===== config.mk =====
export PLATFORM = sky130hd
export DESIGN_NAME = el2_exu_div_noc_arbiter_flat
export DESIGN_NICKNAME = d
export VERILOG_FILES = /design/src/rtl/el2_exu_div_noc_arbiter_pkg.sv /design/src/rtl/el2_exu_div_noc_arbiter_if.sv /design/src/rtl/el2_exu_div_noc_arbiter_rr.sv /design/src/rtl/el2_exu_div_noc_arbiter.sv /design/src/flat_wrapper.sv
export SDC_FILE = /design/constraint.sdc
export NUM_CORES = 1
export LEC_CHECK = 0
export ABC_AREA = 1
export CAP_MARGIN = 20
export CORE_MARGIN = 2
export CORE_UTILIZATION = 30
export DETAILED_ROUTE_END_ITERATION = 8
export DONT_BUFFER_PORTS = 1
export HOLD_SLACK_MARGIN = 0.06
export REMOVE_ABC_BUFFERS = 1
export SYNTH_ARGS = -nofsm -noshare
export SYNTH_HDL_FRONTEND = slang
export SYNTH_SLANG_ARGS = --single-unit

===== constraint.sdc =====
create_clock -name clk -period 4.9 [get_ports clk]
set_clock_uncertainty 0.2 [all_clocks]
set_input_delay 0.98 -clock clk [delete_from_list [all_inputs] [get_ports clk]]
set_output_delay 0.98 -clock clk [all_outputs]
set_load 0.05 [all_outputs]

===== src/rtl/el2_exu_div_noc_arbiter_pkg.sv =====
// Shared types for the divider NoC arbiter slice.
// Latency: n/a (types and constants only).
// Backpressure: n/a.
package el2_exu_div_noc_arbiter_pkg;

    // Operand width of the shared divider on this NoC.
    localparam int DIV_ARB_DATA_W      = 32;
    // Default lost-result watchdog, in cycles.
    localparam int DIV_ARB_TIMEOUT_DEF = 64;

    typedef enum logic [1:0] {
        ARB_IDLE  = 2'd0,
        ARB_ISSUE = 2'd1,
        ARB_WAIT  = 2'd2,
        ARB_DRAIN = 2'd3
    } div_arb_state_t;

    typedef struct packed {
        logic [DIV_ARB_DATA_W-1:0] dividend;
        logic [DIV_ARB_DATA_W-1:0] divisor;
        logic                      is_signed;
        logic                      rem;
    } div_op_t;

endpackage


===== src/rtl/el2_exu_div_noc_arbiter_if.sv =====
// Bundle of requester, divider-send, divider-result and response signals.
// Latency: n/a (wiring only).
// Backpressure: req_valid/req_ready toward requesters, div_valid/div_ready toward the divider.
interface el2_exu_div_noc_arbiter_if
    import el2_exu_div_noc_arbiter_pkg::*;
#(
    parameter int NUM_REQ = 2,
    parameter int DATA_W  = DIV_ARB_DATA_W
);
    logic [NUM_REQ-1:0]        req_valid;
    logic [NUM_REQ-1:0]        req_ready;
    logic [NUM_REQ*DATA_W-1:0] req_dividend;
    logic [NUM_REQ*DATA_W-1:0] req_divisor;
    logic [NUM_REQ-1:0]        req_signed;
    logic [NUM_REQ-1:0]        req_rem;
    logic [NUM_REQ-1:0]        flush;

    logic                      div_valid;
    logic                      div_ready;
    logic [DATA_W-1:0]         div_dividend;
    logic [DATA_W-1:0]         div_divisor;
    logic                      div_signed;
    logic                      div_rem;

    logic                      res_valid;
    logic [DATA_W-1:0]         res_data;

    logic [NUM_REQ-1:0]        rsp_valid;
    logic [DATA_W-1:0]         rsp_data;
    logic                      rsp_err;

    // Arbiter side.
    modport slave (
        input  req_valid, req_dividend, req_divisor, req_signed, req_rem, flush,
        input  div_ready, res_valid, res_data,
        output req_ready, div_valid, div_dividend, div_divisor, div_signed, div_rem,
        output rsp_valid, rsp_data, rsp_err
    );

    // Requesters and divider side.
    modport master (
        output req_valid, req_dividend, req_divisor, req_signed, req_rem, flush,
        output div_ready, res_valid, res_data,
        input  req_ready, div_valid, div_dividend, div_divisor, div_signed, div_rem,
        input  rsp_valid, rsp_data, rsp_err
    );
endinterface


===== src/rtl/el2_exu_div_noc_arbiter_rr.sv =====
// Round-robin picker: grants the first requesting index strictly after ptr, wrapping.
// Latency: combinational.
// Backpressure: none; caller decides when to advance ptr.
module el2_rr_arbiter #(
    parameter int N  = 2,
    parameter int PW = (N > 1) ? $clog2(N) : 1
) (
    input  logic [N-1:0]  req,
    input  logic [PW-1:0] ptr,
    output logic [N-1:0]  gnt
);

    logic [PW:0]   sum;
    logic [PW-1:0] idx;
    logic          found;

    // Scan ptr+1 .. ptr+N (mod N); ptr itself is checked last so it has lowest priority.
    always_comb begin
        gnt   = '0;
        found = 1'b0;
        sum   = '0;
        idx   = '0;
        for (int k = 1; k <= N; k++) begin
            sum = {1'b0, ptr} + (PW+1)'(k);
            if (sum >= (PW+1)'(N)) begin
                sum = sum - (PW+1)'(N);
            end
            idx = sum[PW-1:0];
            if (!found && req[idx]) begin
                gnt[idx] = 1'b1;
                found    = 1'b1;
            end
        end
    end

endmodule


===== src/rtl/el2_exu_div_noc_arbiter.sv =====
// Shares one NoC divider among NUM_REQ requesters, one op in flight, with flush and lost-result watchdog.
// Latency: accept->div_valid 1 cycle; res_valid->rsp_valid 0 cycles; next accept the cycle after rsp.
// Backpressure: req_ready only in IDLE; op held on div_* until div_ready; results never backpressured.
module el2_exu_div_noc_arbiter
    import el2_exu_div_noc_arbiter_pkg::*;
#(
    parameter int NUM_REQ = 2,
    parameter int DATA_W  = DIV_ARB_DATA_W,
    parameter int TIMEOUT = DIV_ARB_TIMEOUT_DEF
) (
    input  logic                       clk,
    input  logic                       rst,
    el2_exu_div_noc_arbiter_if.slave   bus,
    output logic                       busy,
    output logic                       spurious
);

    localparam int PW = (NUM_REQ > 1) ? $clog2(NUM_REQ) : 1;
    localparam int CW = $clog2(TIMEOUT);

    // The latched op record is shared with the rest of the NoC slice, so its width is fixed there.
    if (DATA_W != DIV_ARB_DATA_W) begin : g_width_check
        $error("DATA_W must equal DIV_ARB_DATA_W");
    end

    div_arb_state_t     state_q, state_d;
    logic [CW-1:0]      cnt_q, cnt_d;
    // The rr pointer always equals the last winner, which is also the current owner.
    logic [PW-1:0]      owner_q;
    div_op_t            op_q;
    logic               spurious_q;

    logic [NUM_REQ-1:0] eligible;
    logic [NUM_REQ-1:0] gnt;
    logic               grant_any;
    logic [PW-1:0]      win_idx;
    div_op_t            win_op;
    logic [NUM_REQ-1:0] owner_oh;
    logic               own_flush;
    logic               timeout_hit;

    logic [NUM_REQ-1:0] req_ready;
    logic [NUM_REQ-1:0] rsp_valid;
    logic [DATA_W-1:0]  rsp_data;
    logic               rsp_err;

    assign eligible    = bus.req_valid & ~bus.flush;
    assign grant_any   = |gnt;
    assign owner_oh    = NUM_REQ'(1) << owner_q;
    assign own_flush   = bus.flush[owner_q];
    assign timeout_hit = (cnt_q == CW'(TIMEOUT-1));

    el2_rr_arbiter #(.N(NUM_REQ), .PW(PW)) u_rr (
        .req (eligible),
        .ptr (owner_q),
        .gnt (gnt)
    );

    // Encode the one-hot winner and mux its operands.
    always_comb begin
        win_idx = '0;
        win_op  = '0;
        for (int i = 0; i < NUM_REQ; i++) begin
            if (gnt[i]) begin
                win_idx          = PW'(i);
                win_op.dividend  = bus.req_dividend[i*DATA_W +: DATA_W];
                win_op.divisor   = bus.req_divisor[i*DATA_W +: DATA_W];
                win_op.is_signed = bus.req_signed[i];
                win_op.rem       = bus.req_rem[i];
            end
        end
    end

    // State register.
    always_ff @(posedge clk or posedge rst) begin
        if (rst) begin
            state_q <= ARB_IDLE;
        end else begin
            state_q <= state_d;
        end
    end

    // Next state and watchdog counter; an op already accepted by the divider must be drained, not dropped.
    always_comb begin
        state_d = state_q;
        cnt_d   = cnt_q;
        case (state_q)
            ARB_IDLE: begin
                cnt_d = '0;
                if (grant_any) begin
                    state_d = ARB_ISSUE;
                end
            end
            ARB_ISSUE: begin
                if (bus.div_ready) begin
                    state_d = own_flush ? ARB_DRAIN : ARB_WAIT;
                    cnt_d   = '0;
                end else if (own_flush) begin
                    state_d = ARB_IDLE;
                end
            end
            ARB_WAIT: begin
                cnt_d = cnt_q + CW'(1);
                if (bus.res_valid) begin
                    state_d = ARB_IDLE;
                    cnt_d   = '0;
                end else if (own_flush || timeout_hit) begin
                    state_d = ARB_DRAIN;
                    cnt_d   = '0;
                end
            end
            ARB_DRAIN: begin
                cnt_d = cnt_q + CW'(1);
                if (bus.res_valid || timeout_hit) begin
                    state_d = ARB_IDLE;
                    cnt_d   = '0;
                end
            end
            default: begin
                state_d = ARB_IDLE;
                cnt_d   = '0;
            end
        endcase
    end

    // Outputs decoded from registered state; a flushed owner never sees a response.
    always_comb begin
        req_ready = '0;
        rsp_valid = '0;
        rsp_data  = '0;
        rsp_err   = 1'b0;
        if (state_q == ARB_IDLE && !rst) begin
            req_ready = gnt;
        end
        if (state_q == ARB_WAIT && !own_flush) begin
            if (bus.res_valid) begin
                rsp_valid = owner_oh;
                rsp_data  = bus.res_data;
            end else if (timeout_hit) begin
                rsp_valid = owner_oh;
                rsp_err   = 1'b1;
            end
        end
    end

    // Datapath: counter, owner/rr pointer, latched op, sticky spurious-result flag.
    always_ff @(posedge clk or posedge rst) begin
        if (rst) begin
            cnt_q      <= '0;
            owner_q    <= PW'(NUM_REQ-1);
            op_q       <= '0;
            spurious_q <= 1'b0;
        end else begin
            cnt_q <= cnt_d;
            if (state_q == ARB_IDLE && grant_any) begin
                owner_q <= win_idx;
                op_q    <= win_op;
            end
            if (bus.res_valid && (state_q == ARB_IDLE || state_q == ARB_ISSUE)) begin
                spurious_q <= 1'b1;
            end
        end
    end

    assign bus.req_ready    = req_ready;
    assign bus.div_valid    = (state_q == ARB_ISSUE);
    assign bus.div_dividend = op_q.dividend;
    assign bus.div_divisor  = op_q.divisor;
    assign bus.div_signed   = op_q.is_signed;
    assign bus.div_rem      = op_q.rem;
    assign bus.rsp_valid    = rsp_valid;
    assign bus.rsp_data     = rsp_data;
    assign bus.rsp_err      = rsp_err;
    assign busy             = (state_q != ARB_IDLE);
    assign spurious         = spurious_q;

endmodule


===== src/flat_wrapper.sv =====
// flat-port wrapper written by rule: the top's interface ports become plain ports
module el2_exu_div_noc_arbiter_flat import el2_exu_div_noc_arbiter_pkg::*;
#(
    parameter int NUM_REQ = 2,
    parameter int DATA_W  = DIV_ARB_DATA_W,
    parameter int TIMEOUT = DIV_ARB_TIMEOUT_DEF
)
  (clk, rst, busy, spurious, bus_req_valid, bus_req_dividend, bus_req_divisor, bus_req_signed, bus_req_rem, bus_flush, bus_div_ready, bus_res_valid, bus_res_data, bus_req_ready, bus_div_valid, bus_div_dividend, bus_div_divisor, bus_div_signed, bus_div_rem, bus_rsp_valid, bus_rsp_data, bus_rsp_err);
  el2_exu_div_noc_arbiter_if #(.NUM_REQ(NUM_REQ), .DATA_W(DATA_W)) bus_i ();
  input  logic clk;
  input  logic rst;
  output logic busy;
  output logic spurious;
  input wire logic [$bits(bus_i.req_valid)-1:0] bus_req_valid;
  input wire logic [$bits(bus_i.req_dividend)-1:0] bus_req_dividend;
  input wire logic [$bits(bus_i.req_divisor)-1:0] bus_req_divisor;
  input wire logic [$bits(bus_i.req_signed)-1:0] bus_req_signed;
  input wire logic [$bits(bus_i.req_rem)-1:0] bus_req_rem;
  input wire logic [$bits(bus_i.flush)-1:0] bus_flush;
  input wire logic [$bits(bus_i.div_ready)-1:0] bus_div_ready;
  input wire logic [$bits(bus_i.res_valid)-1:0] bus_res_valid;
  input wire logic [$bits(bus_i.res_data)-1:0] bus_res_data;
  output wire logic [$bits(bus_i.req_ready)-1:0] bus_req_ready;
  output wire logic [$bits(bus_i.div_valid)-1:0] bus_div_valid;
  output wire logic [$bits(bus_i.div_dividend)-1:0] bus_div_dividend;
  output wire logic [$bits(bus_i.div_divisor)-1:0] bus_div_divisor;
  output wire logic [$bits(bus_i.div_signed)-1:0] bus_div_signed;
  output wire logic [$bits(bus_i.div_rem)-1:0] bus_div_rem;
  output wire logic [$bits(bus_i.rsp_valid)-1:0] bus_rsp_valid;
  output wire logic [$bits(bus_i.rsp_data)-1:0] bus_rsp_data;
  output wire logic [$bits(bus_i.rsp_err)-1:0] bus_rsp_err;
  assign bus_i.req_valid = bus_req_valid;
  assign bus_i.req_dividend = bus_req_dividend;
  assign bus_i.req_divisor = bus_req_divisor;
  assign bus_i.req_signed = bus_req_signed;
  assign bus_i.req_rem = bus_req_rem;
  assign bus_i.flush = bus_flush;
  assign bus_i.div_ready = bus_div_ready;
  assign bus_i.res_valid = bus_res_valid;
  assign bus_i.res_data = bus_res_data;
  assign bus_req_ready = bus_i.req_ready;
  assign bus_div_valid = bus_i.div_valid;
  assign bus_div_dividend = bus_i.div_dividend;
  assign bus_div_divisor = bus_i.div_divisor;
  assign bus_div_signed = bus_i.div_signed;
  assign bus_div_rem = bus_i.div_rem;
  assign bus_rsp_valid = bus_i.rsp_valid;
  assign bus_rsp_data = bus_i.rsp_data;
  assign bus_rsp_err = bus_i.rsp_err;
  el2_exu_div_noc_arbiter #(.NUM_REQ(NUM_REQ), .DATA_W(DATA_W), .TIMEOUT(TIMEOUT)) u_core (.clk(clk), .rst(rst), .bus(bus_i), .busy(busy), .spurious(spurious));
endmodule

==> results_dict.tcl, run 1 <==
set metrics [dict create \
    startpoint_type "flip-flop" \
    final_hold_viol_count 0 \
    synth_ff_type "dfrtp_1" \
    seq_power_share 0.602 \
    synth_common_cells "nand2_1, nand3_1, dfrtp_1" \
    switchingPower_mw 1.98 \
    die_h_microns 122 \
    holdBufCountCts 0 \
    status "finished clean" \
    p_clk_frac 0.196 \
    post_cts_buffers 0 \
    internal_power_mw 1.50 \
    drive_gt1_frac 0.0927 \
    dpl.hpwl_mm 8.38 \
    synthArstFlopShare 1.00 \
    multi_input_area_sq_um 2030 \
    path_max_fanout 34 \
    utilization 0.338 \
    drtIter0Drc 163 \
    ir_drop_mv 0.263 \
    yosysTopAreaCellShare 0.450 \
    muxShareOfSynthArea 0.00240 \
    num_rows 43 \
    crit_arrival_ns 2.47 \
    io_pins 278 \
    hold_slack_ns 0.312 \
    clk_latency_ns 0.33 \
    ys_warn_count 0 \
    synth.cell_area_sq_um 4170 \
    antenna_found_initial 0 \
    fillers 1474 \
    nets 761 \
    cp_cell_sequence "inv_2, nand2_1, nand3_2, nor2_1" \
    syn_to_final_growth_pct 11.0 \
    yosys.area_share.simple 0.455 \
    finalSetupViolCount 0 \
    cts_made_buffers 9 \
    drv_slew 0 \
    cts_buffer_depth 2 \
    synth_top_family_by_area "simple AND/OR/NAND/NOR gates" \
    fin_setup_tns_ns 0 \
    power_mw 3.48 \
    crit_path_end_kind "output pin" \
    tritoncts "done" \
    grt_pass1_vias 3600 \
    worst_pin_slew_ns 0.953 \
    vias 3811 \
    cap_violations 0 \
    fin_crit_sh 0.745 \
    diodes 0 \
    grt-ovfl-total 0 \
    clock-sinks 76 \
    p_per_area_nw_per_um2 752 \
    slowest_stage "nor2_1" \
    clk_pin_slew_ns 0.06 \
    synth.most_common_cell "nand2_1" \
    path_class "reg -> out" \
    synth_edf_count 0 \
    worstPathRequired_ns 3.72 \
    cts_root_buffer "clkbuf_16" \
    fmax_mhz 274 \
    hp-class "reg -> reg" \
    dieWidth_microns 122 \
    synth_fa_ha_area_frac 0.00300 \
    min_period_ns 3.65 \
    synthCells 599 \
    synth_cell_type_count 24 \
    synth.area.top_cells "dfrtp_1, nand2_1, nand3_1" \
    cts.repair.resized 0 \
    track_usage 0.150 \
    p_sw_frac 0.569 \
    start_util 0.304 \
    grt_max_degree 65 \
    wl_per_cell_microns 14.7 \
    synth-xor-area-share 0.00630 \
    rsz0062_at_grt "no" \
    port_buffers 0 \
    drt_first_pass_iters 4 \
    syn_area_per_cell_sq_um 6.97 \
    share_comb_of_total_power 0.203 \
    crit_path_max_incr_delay_ns 0.90 \
    core_sq_um 13700 \
    wl_mm 11.4 \
    synth_top_area_cell "dfrtp_1" \
    cts_htree_levels 3 \
    grt_first_pass_wirelength_mm 17.4 \
    synth-compound-area-share 0.0108 \
    fp.dieArea_sq_um 14900 \
    routed_via_density 4.93 \
    yosysSeqAreaShare 0.456 \
    gp_congestion 0.781 \
    max_slew_margin 0.364 \
    drc 0 \
    synth-seq-cells 76 \
    seq_area_sq_um 1900 \
    antenna_left 0 \
    p_leak_nw 2.40 \
]
## cells by family after synthesis
logic type,Yosys count
DFF,76
and+or+nand+nor,460
AOI/OAI and AO/OA,8
buffers and inverters,50
xor gates and xnor gates,3
muxes,1
adders and majority gates,1
## cell usage in the layout (no fill, tap or decap), types with 3 or more instances in the layout
master       n
nor2_4       3
clkbuf_16    9
inv_2        6
nor2_1      40
o21ai_1      5
nand2_1    317
nand3_1     88
dfrtp_1     75
buf_4       16
inv_1        5
nor4_2       5
## area by class of cell
type / instances / share of cell area
Timing Repair Buffer: 16 / 0.0259
Inverter: 12 / 0.0100
Clock buffer: 9 / 0.0486
Tap cell: 180 / 0.0486
Clock inverter: 7 / 0.0178
Multi-Input combinational cell: 473 / 0.438
Sequential cell: 76 / 0.411
## worst max-delay path, delay by kind of cell, from the launching register on
kind,cells,cell delay (ns)
AND/OR/NAND/NOR,3,1.47
flip-flops,1,0.58
buffers and inverters,1,0.08
## power by group through the flow
| stage | Clock, mW | Sequential [mW] | Combinational [mW] |
|---|---|---|---|
| floorplan | 0 | 2.02 | 0.562 |
| finish | 0.681 | 2.10 | 0.706 |
| global route | 0.735 | 2.13 | 0.812 |
| detailed placement | 0 | 2.10 | 0.726 |
| global placement | 0 | 2.11 | 0.689 |
| CTS | 0.709 | 2.10 | 0.720 |
## per-stage QoR
stage | std cells | cell area, sq um | setup slack (ns)
finish | 773 | 4630 | 1.25
global route | 773 | 4630 | 1.04
CTS | 773 | 4630 | 1.23
floorplan | 561 | 3940 | 0.714
global placement | 757 | 4320 | 1.33
detailed placement | 757 | 4320 | 1.25
## sequential cells by signal (all words and copies together) (netlist names)
signal	count
u_core.bus.div_rem	1
u_core.owner_q	1
u_core.state_q	2
u_core.bus.div_divisor	32
u_core.bus.div_dividend	32
u_core.spurious	1
u_core.cnt_q	6
u_core.bus.div_signed	1
## worst paths after layout
path	depth (start not counted)	slack, ns	start	endpoint
max	4	1.25	u_core.owner_q$_DFFE_PP1P_	bus_rsp_data[24]
min	1	0.31	u_core.cnt_q[0]$_DFFE_PP0P_	u_core.cnt_q[0]$_DFFE_PP0P_
max reg2reg	6	2.57	u_core.state_q[0]$_DFFE_PP0P_	u_core.bus.div_dividend[1]$_DFFE_PP0P_
min reg2reg	1	0.31	u_core.cnt_q[0]$_DFFE_PP0P_	u_core.cnt_q[0]$_DFFE_PP0P_
max in group asynchronous	2	3.17	rst	u_core.bus.div_dividend[20]$_DFFE_PP0P_
min in group asynchronous	1	0.38	rst	u_core.bus.div_divisor[16]$_DFFE_PP0P_
## metal layers
layer  vias up  GRT usage  wire length, microns
li1       1846          -                     -
met1      1730      0.168                  4490
met2       219      0.266                  5640
met3        16     0.0421                  1030
met4         0     0.0661                   227
met5         -          0                     0
(Power assumes the default switching activity.)
==> run 2, diff against run 1 <==
clock period = 3.2 ns   (was 4.9 ns; I/O delays follow)
==> results_dict.tcl, run 2 (synthesis gave the netlist of run 1 again) <==
set metrics [dict create \
    status "finished clean" \
    fin_crit_sh 0.934 \
    reg2reg_depth 8 \
    utilization 0.362 \
    startpoint_type "flip-flop" \
    tritoncts "done" \
    clk_latency_ns 0.34 \
    p_leak_nw 2.60 \
    rsz0062_at_grt "no" \
    io_pins 278 \
    fillers 1401 \
    die_h_microns 122 \
    wl_per_cell_microns 14.1 \
    drv_slew 0 \
    final_cell_mix "nand2_1, nand3_1, dfrtp_1" \
    grt_first_pass_wirelength_mm 16.8 \
    wl_mm 11.3 \
    final_common_cell "nand2_1" \
    antenna_left 0 \
    clk_pin_slew_ns 0.06 \
    hp-class "in -> reg" \
    drtIter0Drc 201 \
    power_mw 5.58 \
    cts_buffer_depth 2 \
    place_ws_ns 0.530 \
    cts_htree_levels 3 \
    core_sq_um 13700 \
    nets 790 \
    worstPathRequired_ns 2.36 \
    fp.dieArea_sq_um 14900 \
    dieWidth_microns 122 \
    gp_congestion 0.786 \
    max_slew_margin 0.532 \
    dp_cells 784 \
    track_usage 0.146 \
    path_max_fanout 34 \
    vias 3912 \
    grt-ovfl-total 0 \
    crit_arrival_ns 2.15 \
    hold_slack_ns 0.245 \
    grt_max_degree 75 \
    drive_gt1_frac 0.133 \
    path_class "reg -> out" \
    final_cells 802 \
    placed_area_sq_um 4550 \
    antenna_found_initial 0 \
    clock-sinks 76 \
    finalSetupViolCount 0 \
    cap_violations 0 \
    drt_first_pass_iters 5 \
    post_cts_buffers 0 \
    diodes 0 \
    syn_to_final_growth_pct 18.9 \
    final.setup.worst_slack_ns 0.210 \
    cts_root_buffer "clkbuf_16" \
    fmax_mhz 334 \
    num_rows 43 \
    fin_setup_tns_ns 0 \
    start_util 0.304 \
    min_path_cells 2 \
    drc 0 \
    worst_pin_slew_ns 0.701 \
    crit_path_end_kind "output pin" \
    min_period_ns 2.99 \
    fin_area_sq_um 4960 \
    p_per_area_nw_per_um2 1120 \
    final_hold_viol_count 0 \
    dpl.hpwl_mm 8.41 \
    ir_drop_mv 0.571 \
    port_buffers 0 \
    cts_made_buffers 9 \
    routed_via_density 4.88 \
    grt_pass1_vias 3509 \
]
## run 2: cell count changes in the layout (fill, tap and decap cells not counted), sizes merged
cell | before | now
buf | 16 | 44
bufinv | 1 | 4
clkinvlp | 2 | 0
inv | 14 | 12
clkinv | 2 | 3
dlygate4sd3 | 0 | 1
## run 2: cell type report
class | instances | area (sq um) | share of cell area
inverter | 12 | 46.3 | 0.00933
timing repair buffer | 45 | 385 | 0.0777
sequential | 76 | 1900 | 0.384
multi-input combinational | 473 | 2030 | 0.409
clock inverter | 7 | 146 | 0.0295
clock buffer | 9 | 225 | 0.0454
tap | 180 | 225 | 0.0454
## run 2: metal layers
metal | wire [microns] | GRT usage
met1 | 4280 | 0.151
met2 | 5660 | 0.268
met5 | 0 | 0
met3 | 1120 | 0.0520
met4 | 223 | 0.0596
## run 2: path summary, 6_finish.rpt
kind / start / end / slack, ns
max: u_core.owner_q$_DFFE_PP1P_ / bus_rsp_err / 0.21
min: bus_req_dividend[39] / u_core.bus.div_dividend[7]$_DFFE_PP0P_ / 0.24
max reg2reg: u_core.owner_q$_DFFE_PP1P_ / u_core.state_q[0]$_DFFE_PP0P_ / 1.04
min reg2reg: u_core.cnt_q[0]$_DFFE_PP0P_ / u_core.cnt_q[0]$_DFFE_PP0P_ / 0.31
max in group asynchronous: rst / u_core.cnt_q[0]$_DFFE_PP0P_ / 1.51
min in group asynchronous: rst / u_core.bus.div_divisor[16]$_DFFE_PP0P_ / 0.48
## run 2: repair_timing
item                                    4_1_cts  5_1_grt
gates resized for setup                       0        0
hold buffers                                  0        1
endpoints found under the hold margin         0        7
endpoints found under the setup margin        0        0
## run 2: worst max-delay path: stages (launching register included)
cell,delay [ns]
dfstp_2,0.56
inv_2,0.07
nand2_1,0.09
nand3_2,0.48
nor4_2,0.34
buf_4,0.25
## run 2: power breakdown
part           leakage [nW]  internal, mW  switching [mW]
Combinational          1.42         0.352           0.766
Sequential             1.00          1.37            1.84
Clock                 0.180         0.846           0.406
==> variant 1 (config.mk and constraints of run 2) <==
Re-encode `div_arb_state_t` (4 states) as one-hot, 4 bits wide.
--- a/src/rtl/el2_exu_div_noc_arbiter_pkg.sv
+++ b/src/rtl/el2_exu_div_noc_arbiter_pkg.sv
@@ -8,11 +8,11 @@
     // Default lost-result watchdog, in cycles.
     localparam int DIV_ARB_TIMEOUT_DEF = 64;
 
-    typedef enum logic [1:0] {
-        ARB_IDLE  = 2'd0,
-        ARB_ISSUE = 2'd1,
-        ARB_WAIT  = 2'd2,
-        ARB_DRAIN = 2'd3
+    typedef enum logic [3:0] {
+        ARB_IDLE  = 4'b0001,
+        ARB_ISSUE = 4'b0010,
+        ARB_WAIT  = 4'b0100,
+        ARB_DRAIN = 4'b1000
     } div_arb_state_t;
 
     typedef struct packed {
Formal check against the unedited RTL: no difference found for any inputs over 10 cycles, from zero or initial values and one cycle with rst high; not proved beyond that.
==> variant 1 against run 2 <==
- count of clock-buffer cells in the layout up 3
- synthesized area down 4.0%
- routed wire length decreased by 0.38%
- cell area decreased by 5.0%
- sequential cell count rose by 2
- worst setup slack better by 57 ps
- via count shrank 6.2%
- cell count down 7.1%
- first-iteration DRC count fell by 5.5%
- critical path type unchanged
- global-route usage up 1.0 points
- power shrank 2.5%
==> variant 1: results (changes against run 2) <==
| Metric | Value |
|---|---|
| Post-CTS setup buffer count | 0 (unchanged) |
| Multiplexer share of the synthesized area | 0% (was 0.240%) |
| CP delay by family, top | buffers and inverters (was simple AND/OR/NAND/NOR gates) |
| Largest net degree at the start of global routing | 136 (was 75) |
| Slew margin rel. | 52.6% (was 53.2%) |
| HP Class | in -> async (was in -> reg) |
| Status | finished clean (unchanged) |
| CP max stage delay | 580 ps (was 560 ps) |
| Library cells used by synthesis | 23 (was 24) |
| CP Max Fanout | 32 (was 34) |
| Post-synthesis sequential area ratio | 48.8% (was 45.6%) |
| Final RePlAce weighted congestion | 0.840 (was 0.786) |
| Leakage power | 0.00200 uW (was 0.00260 uW) |
| Synth top cells by count | nand2_1, nor2_1, dfrtp_1, a31oi_1, buf_2 (was nand2_1, nand3_1, dfrtp_1, nor2_1, buf_2) |
| R2R cell count | 7 (was 8) |
| Total track usage | 15.6% (was 14.6%) |
| Vias | 3668 (was 3912) |
| Hold Slack | 69.0 ps (was 245 ps) |
| Synth Area in Compound Gates | 12.8% (was 1.08%) |
| Flop2flop setup slack | 890 ps (was 1040 ps) |
| Dpl hpwl | 8270 um (was 8410 um) |
| Reg2reg start | u_core.state_q[0]$_DFFE_PP1P_ (was u_core.owner_q$_DFFE_PP1P_) |
| Share of post-route cells with drive strength above 1 | 12.1% (was 13.3%) |
| FF-to-FF End | u_core.bus.div_dividend[8]$_DFFE_PP0P_ (was u_core.state_q[0]$_DFFE_PP0P_) |
| Post-Synth XOR/XNOR Area | 0% (was 0.630%) |
| Final instance area | 0.00471 sq mm (was 0.00496 sq mm) |
| Iter 0 DRT Violations | 190 (was 201) |
| Fillers | 1358 (was 1401) |
| Peak VDD IR | 580 uV (was 571 uV) |
| Final nets | 737 (was 790) |
| Critical Path AT | 2090 ps (was 2150 ps) |
| Slowest CP cell | dfstp_2 (unchanged) |
| Area after DPL | 0.00444 sq mm (was 0.00455 sq mm) |
| Adder-cell area share of the yosys netlist | 0.312% (was 0.300%) |
| Vias in the first global route | 3547 (was 3509) |
==> variant 1: cell count changes in the layout (fill, tap and decap cells not counted), moves of 4 or more <==
| cell | before | now |
|---|---|---|
| nor4_2 | 5 | 1 |
| a31oi_1 | 0 | 66 |
| o21ai_1 | 5 | 0 |
| inv_2 | 6 | 0 |
| nand4_1 | 0 | 5 |
| bufinv_16 | 4 | 0 |
| inv_1 | 5 | 19 |
| nand3_1 | 88 | 12 |
| o21ai_0 | 1 | 7 |
| a21oi_1 | 0 | 5 |
| nand2_1 | 317 | 190 |
| nor2_1 | 40 | 113 |
==> variant 1: worst reg2reg max path, cell delays in order (launching register included) <==
cell	delay (ps)
dfstp_2	530
inv_1	60
nor2_1	110
nand2_2	300
a21oi_4	250
buf_12	350
nor2_1	270
a31oi_1	160
==> variant 1: area by class of cell <==
cell class	count	share of cell area, %
multi-input cells	412	39.1
well taps	176	4.67
clock inverters	4	0.691
inverters	20	1.62
flip-flops and latches	78	41.5
clock buffers	12	5.02
repair buffers	43	7.38
==> variant 1: how the worst max path moves through the flow <==
stage,slack [ps],endpoint,cells after the start
2_1_floorplan,-1170,bus_req_ready[0],5
3_3_place_gp,660,bus_rsp_data[20],8
3_5_place_dp,620,bus_rsp_data[20],8
4_1_cts,240,bus_rsp_data[20],8
5_1_grt,140,bus_rsp_data[20],8
6_report,270,bus_rsp_data[20],8
==> variant 1: kinds of logic (layout without fill, tap and decap cells) <==
kind of cell | after synthesis | count (layout)
compound gates | 82 | 82
flops | 78 | 78
simple gates | 329 | 329
fa+ha+maj | 1 | 1
buf+inv | 54 | 79
==> variant 1: stage by stage <==
| step | cells | total power, uW |
|---|---|---|
| 3_5_place_dp | 729 | 4550 |
| 6_report | 745 | 5440 |
| 3_3_place_gp | 729 | 4490 |
| 5_1_grt | 745 | 5750 |
| 2_1_floorplan | 510 | 4180 |
| 4_1_cts | 745 | 5500 |
==> variant 1: layer usage <==
layer  GRT usage [%]  vias to the layer above  share of wire (%)  wire length (um)
met5               0                        -                  0                 0
met4            6.99                        0                1.2               136
met3            6.61                        8                 11              1250
met2            27.7                      193                 50              5660
met1            16.0                     1654                 37              4210
li1                -                     1813                  -                 -
==> variant 1: report_power, final <==
group | leakage (uW) | total (uW) | switching [uW] | internal, uW
clock network | 0.000123 | 935 | 405 | 530
logic | 0.000956 | 1170 | 742 | 427
registers | 0.000922 | 3330 | 1900 | 1430
==> variant 2 (config.mk and constraints of run 2) <==
Made on the original files. `NUM_REQ` is set to 2 in 3 places; all go to 4.
--- a/src/rtl/el2_exu_div_noc_arbiter_if.sv
+++ b/src/rtl/el2_exu_div_noc_arbiter_if.sv
@@ -4,7 +4,7 @@
 interface el2_exu_div_noc_arbiter_if
     import el2_exu_div_noc_arbiter_pkg::*;
 #(
-    parameter int NUM_REQ = 2,
+    parameter int NUM_REQ = 4,
     parameter int DATA_W  = DIV_ARB_DATA_W
 );
     logic [NUM_REQ-1:0]        req_valid;
--- a/src/rtl/el2_exu_div_noc_arbiter.sv
+++ b/src/rtl/el2_exu_div_noc_arbiter.sv
@@ -4,7 +4,7 @@
 module el2_exu_div_noc_arbiter
     import el2_exu_div_noc_arbiter_pkg::*;
 #(
-    parameter int NUM_REQ = 2,
+    parameter int NUM_REQ = 4,
     parameter int DATA_W  = DIV_ARB_DATA_W,
     parameter int TIMEOUT = DIV_ARB_TIMEOUT_DEF
 ) (
--- a/src/flat_wrapper.sv
+++ b/src/flat_wrapper.sv
@@ -1,7 +1,7 @@
 // flat-port wrapper written by rule: the top's interface ports become plain ports
 module el2_exu_div_noc_arbiter_flat import el2_exu_div_noc_arbiter_pkg::*;
 #(
-    parameter int NUM_REQ = 2,
+    parameter int NUM_REQ = 4,
     parameter int DATA_W  = DIV_ARB_DATA_W,
     parameter int TIMEOUT = DIV_ARB_TIMEOUT_DEF
 )
Interface: changed (8 resized); port bits go from 278 to 418. The function was not compared with the original's and may differ.
==> variant 2 against run 2 <==
- cell count increased by 91%
- critical path depth up 8
- worst setup slack got worse by 160 ps
- synthesized area up 66%
- sequential cell count increased by 1
- power is 87% higher
- routed wire length is 130% higher
- cell area up 61%
- sequential share of layout area is 14 points lower
- hold slack worse by 16 ps
- largest cell class unchanged
- largest power group is now combinational logic
==> variant 2: results (changes against run 2) <==
| Metric | Value |
|---|---|
| Library cells used by synthesis | 32 (was 24) |
| Synth top cells by count | nand2_1, nor2_1, nand3_1, inv_1, dfrtp_1 (was nand2_1, nand3_1, dfrtp_1, nor2_1, buf_2) |
| Vias | 7754 (was 3912) |
| CTS hold repair buffers | 1 (was 0) |
| Post-synthesis sequential area ratio | 27.9% (was 45.6%) |
| Top cells by area, synth | nand2_1, dfrtp_1, nand3_1 (was dfrtp_1, nand2_1, nand3_1) |
| Avg Vias per Cell | 5.07 (was 4.88) |
| # resized after CTS | 14 (was 0) |
| CTS buffer count | 9 (unchanged) |
| Peak VDD IR | 584 uV (was 571 uV) |
| Hold path endpoint | u_core.spurious$_DFFE_PP0P_ (was u_core.bus.div_dividend[7]$_DFFE_PP0P_) |
| Register area | 0.00193 sq mm (was 0.00190 sq mm) |
| Final nets | 1554 (was 790) |
| Multi-In Gates | 976 (was 473) |
| Slew margin rel. | 60.3% (was 53.2%) |
| Synthesis-stage register bit count | 77 (was 76) |
| Final clock-cell share | 3.60% (was 7.49%) |
| Post-DR wirelength/cell | 17.2 um (was 14.1 um) |
| Iter 0 DRT Violations | 502 (was 201) |
| Clock Buffer Count | 11 (was 9) |
| Period utilization | 98.3% (was 93.4%) |
| Total iterations of the first detailed-routing run | 7 (was 5) |
| Vias in the first global route | 7250 (was 3509) |
| Flop2flop setup slack | 170 ps (was 1040 ps) |
| Inverter count | 94 (was 12) |
| CP startpoint | u_core.owner_q[1]$_DFFE_PP1P_ (was u_core.owner_q$_DFFE_PP1P_) |
| Non-clk buf share | 8.68% (was 7.77%) |
| Leakage power | 0.00453 uW (was 0.00260 uW) |
| Asr flop ratio synth | 100% (unchanged) |
| Total track usage | 20.8% (was 14.6%) |
| Largest net degree at the start of global routing | 66 (was 75) |
| R2R cell count | 17 (was 8) |
| First-pass GRT wire length | 39500 um (was 16800 um) |
| DP Worst Slack | 156 ps (was 530 ps) |
| Diodes inserted | 1 (was 0) |
| Dpl hpwl | 19100 um (was 8410 um) |
| Count of plain and timing-repair buffers | 79 (was 45) |
| CP Max Fanout | 6 (was 34) |
| Final RePlAce weighted congestion | 0.834 (was 0.786) |
| Synth Area per Inst | 5.64 sq um (was 6.97 sq um) |
| Critical Path AT | 2310 ps (was 2150 ps) |
| Hold Slack | 229 ps (was 245 ps) |
| Fraction of area in multi-input gates | 54.4% (was 40.9%) |
| Status | finished clean (unchanged) |
| Hold Path Depth | 1 (was 2) |
| Initial antenna violation count | 2 (was 0) |
| Share of post-route cells with drive strength above 1 | 11.8% (was 13.3%) |
| Inst Count DP | 1503 (was 784) |
| Clk_lat worst skew | 340 ps (about the same) |
| Worst setup path end | bus_req_ready[3] (was bus_rsp_err) |
| Hold_sp | bus_res_valid (was bus_req_dividend[39]) |
| FF-to-FF End | u_core.bus.div_rem$_DFFE_PP0P_ (was u_core.state_q[0]$_DFFE_PP0P_) |
| Fillers | 2526 (was 1401) |
| Post-CTS setup buffer count | 3 (was 0) |
-- variant 2: per-stage QoR --
step / power (uW) / cell area, sq um / TNS [ps] / util (%)
after global placement: 9080 / 7470 / 0 / 33.0
final: 10400 / 7980 / 0 / 35.3
after global routing: 11400 / 7980 / -105 / 35.3
after CTS: 10300 / 7850 / 0 / 34.7
after floorplan: 6840 / 6470 / -239620 / -
after detailed placement: 9170 / 7470 / 0 / 33.0
-- variant 2: where the power goes --
group | total, uW | switching (uW) | internal [uW]
clock network | 1010 | 442 | 567
registers | 2600 | 1280 | 1310
logic | 6840 | 4740 | 2100
-- variant 2: per-layer routing --
metal	track usage, %	vias up	wire length, um
met2	36.4	372	12900
met1	23.8	3535	10300
li1	-	3811	-
met5	0	-	0
met4	8.39	0	663
met3	5.89	36	2390
-- variant 2: cell families after synthesis --
group / share of synthesized area (%)
AND/OR/NAND/NOR: 52.1
flip-flops: 27.9
AO/OA/AOI/OAI: 6.12
buffers and inverters: 11.8
adder cells (fa/ha/maj): 1.63
XOR/XNOR: 0.506
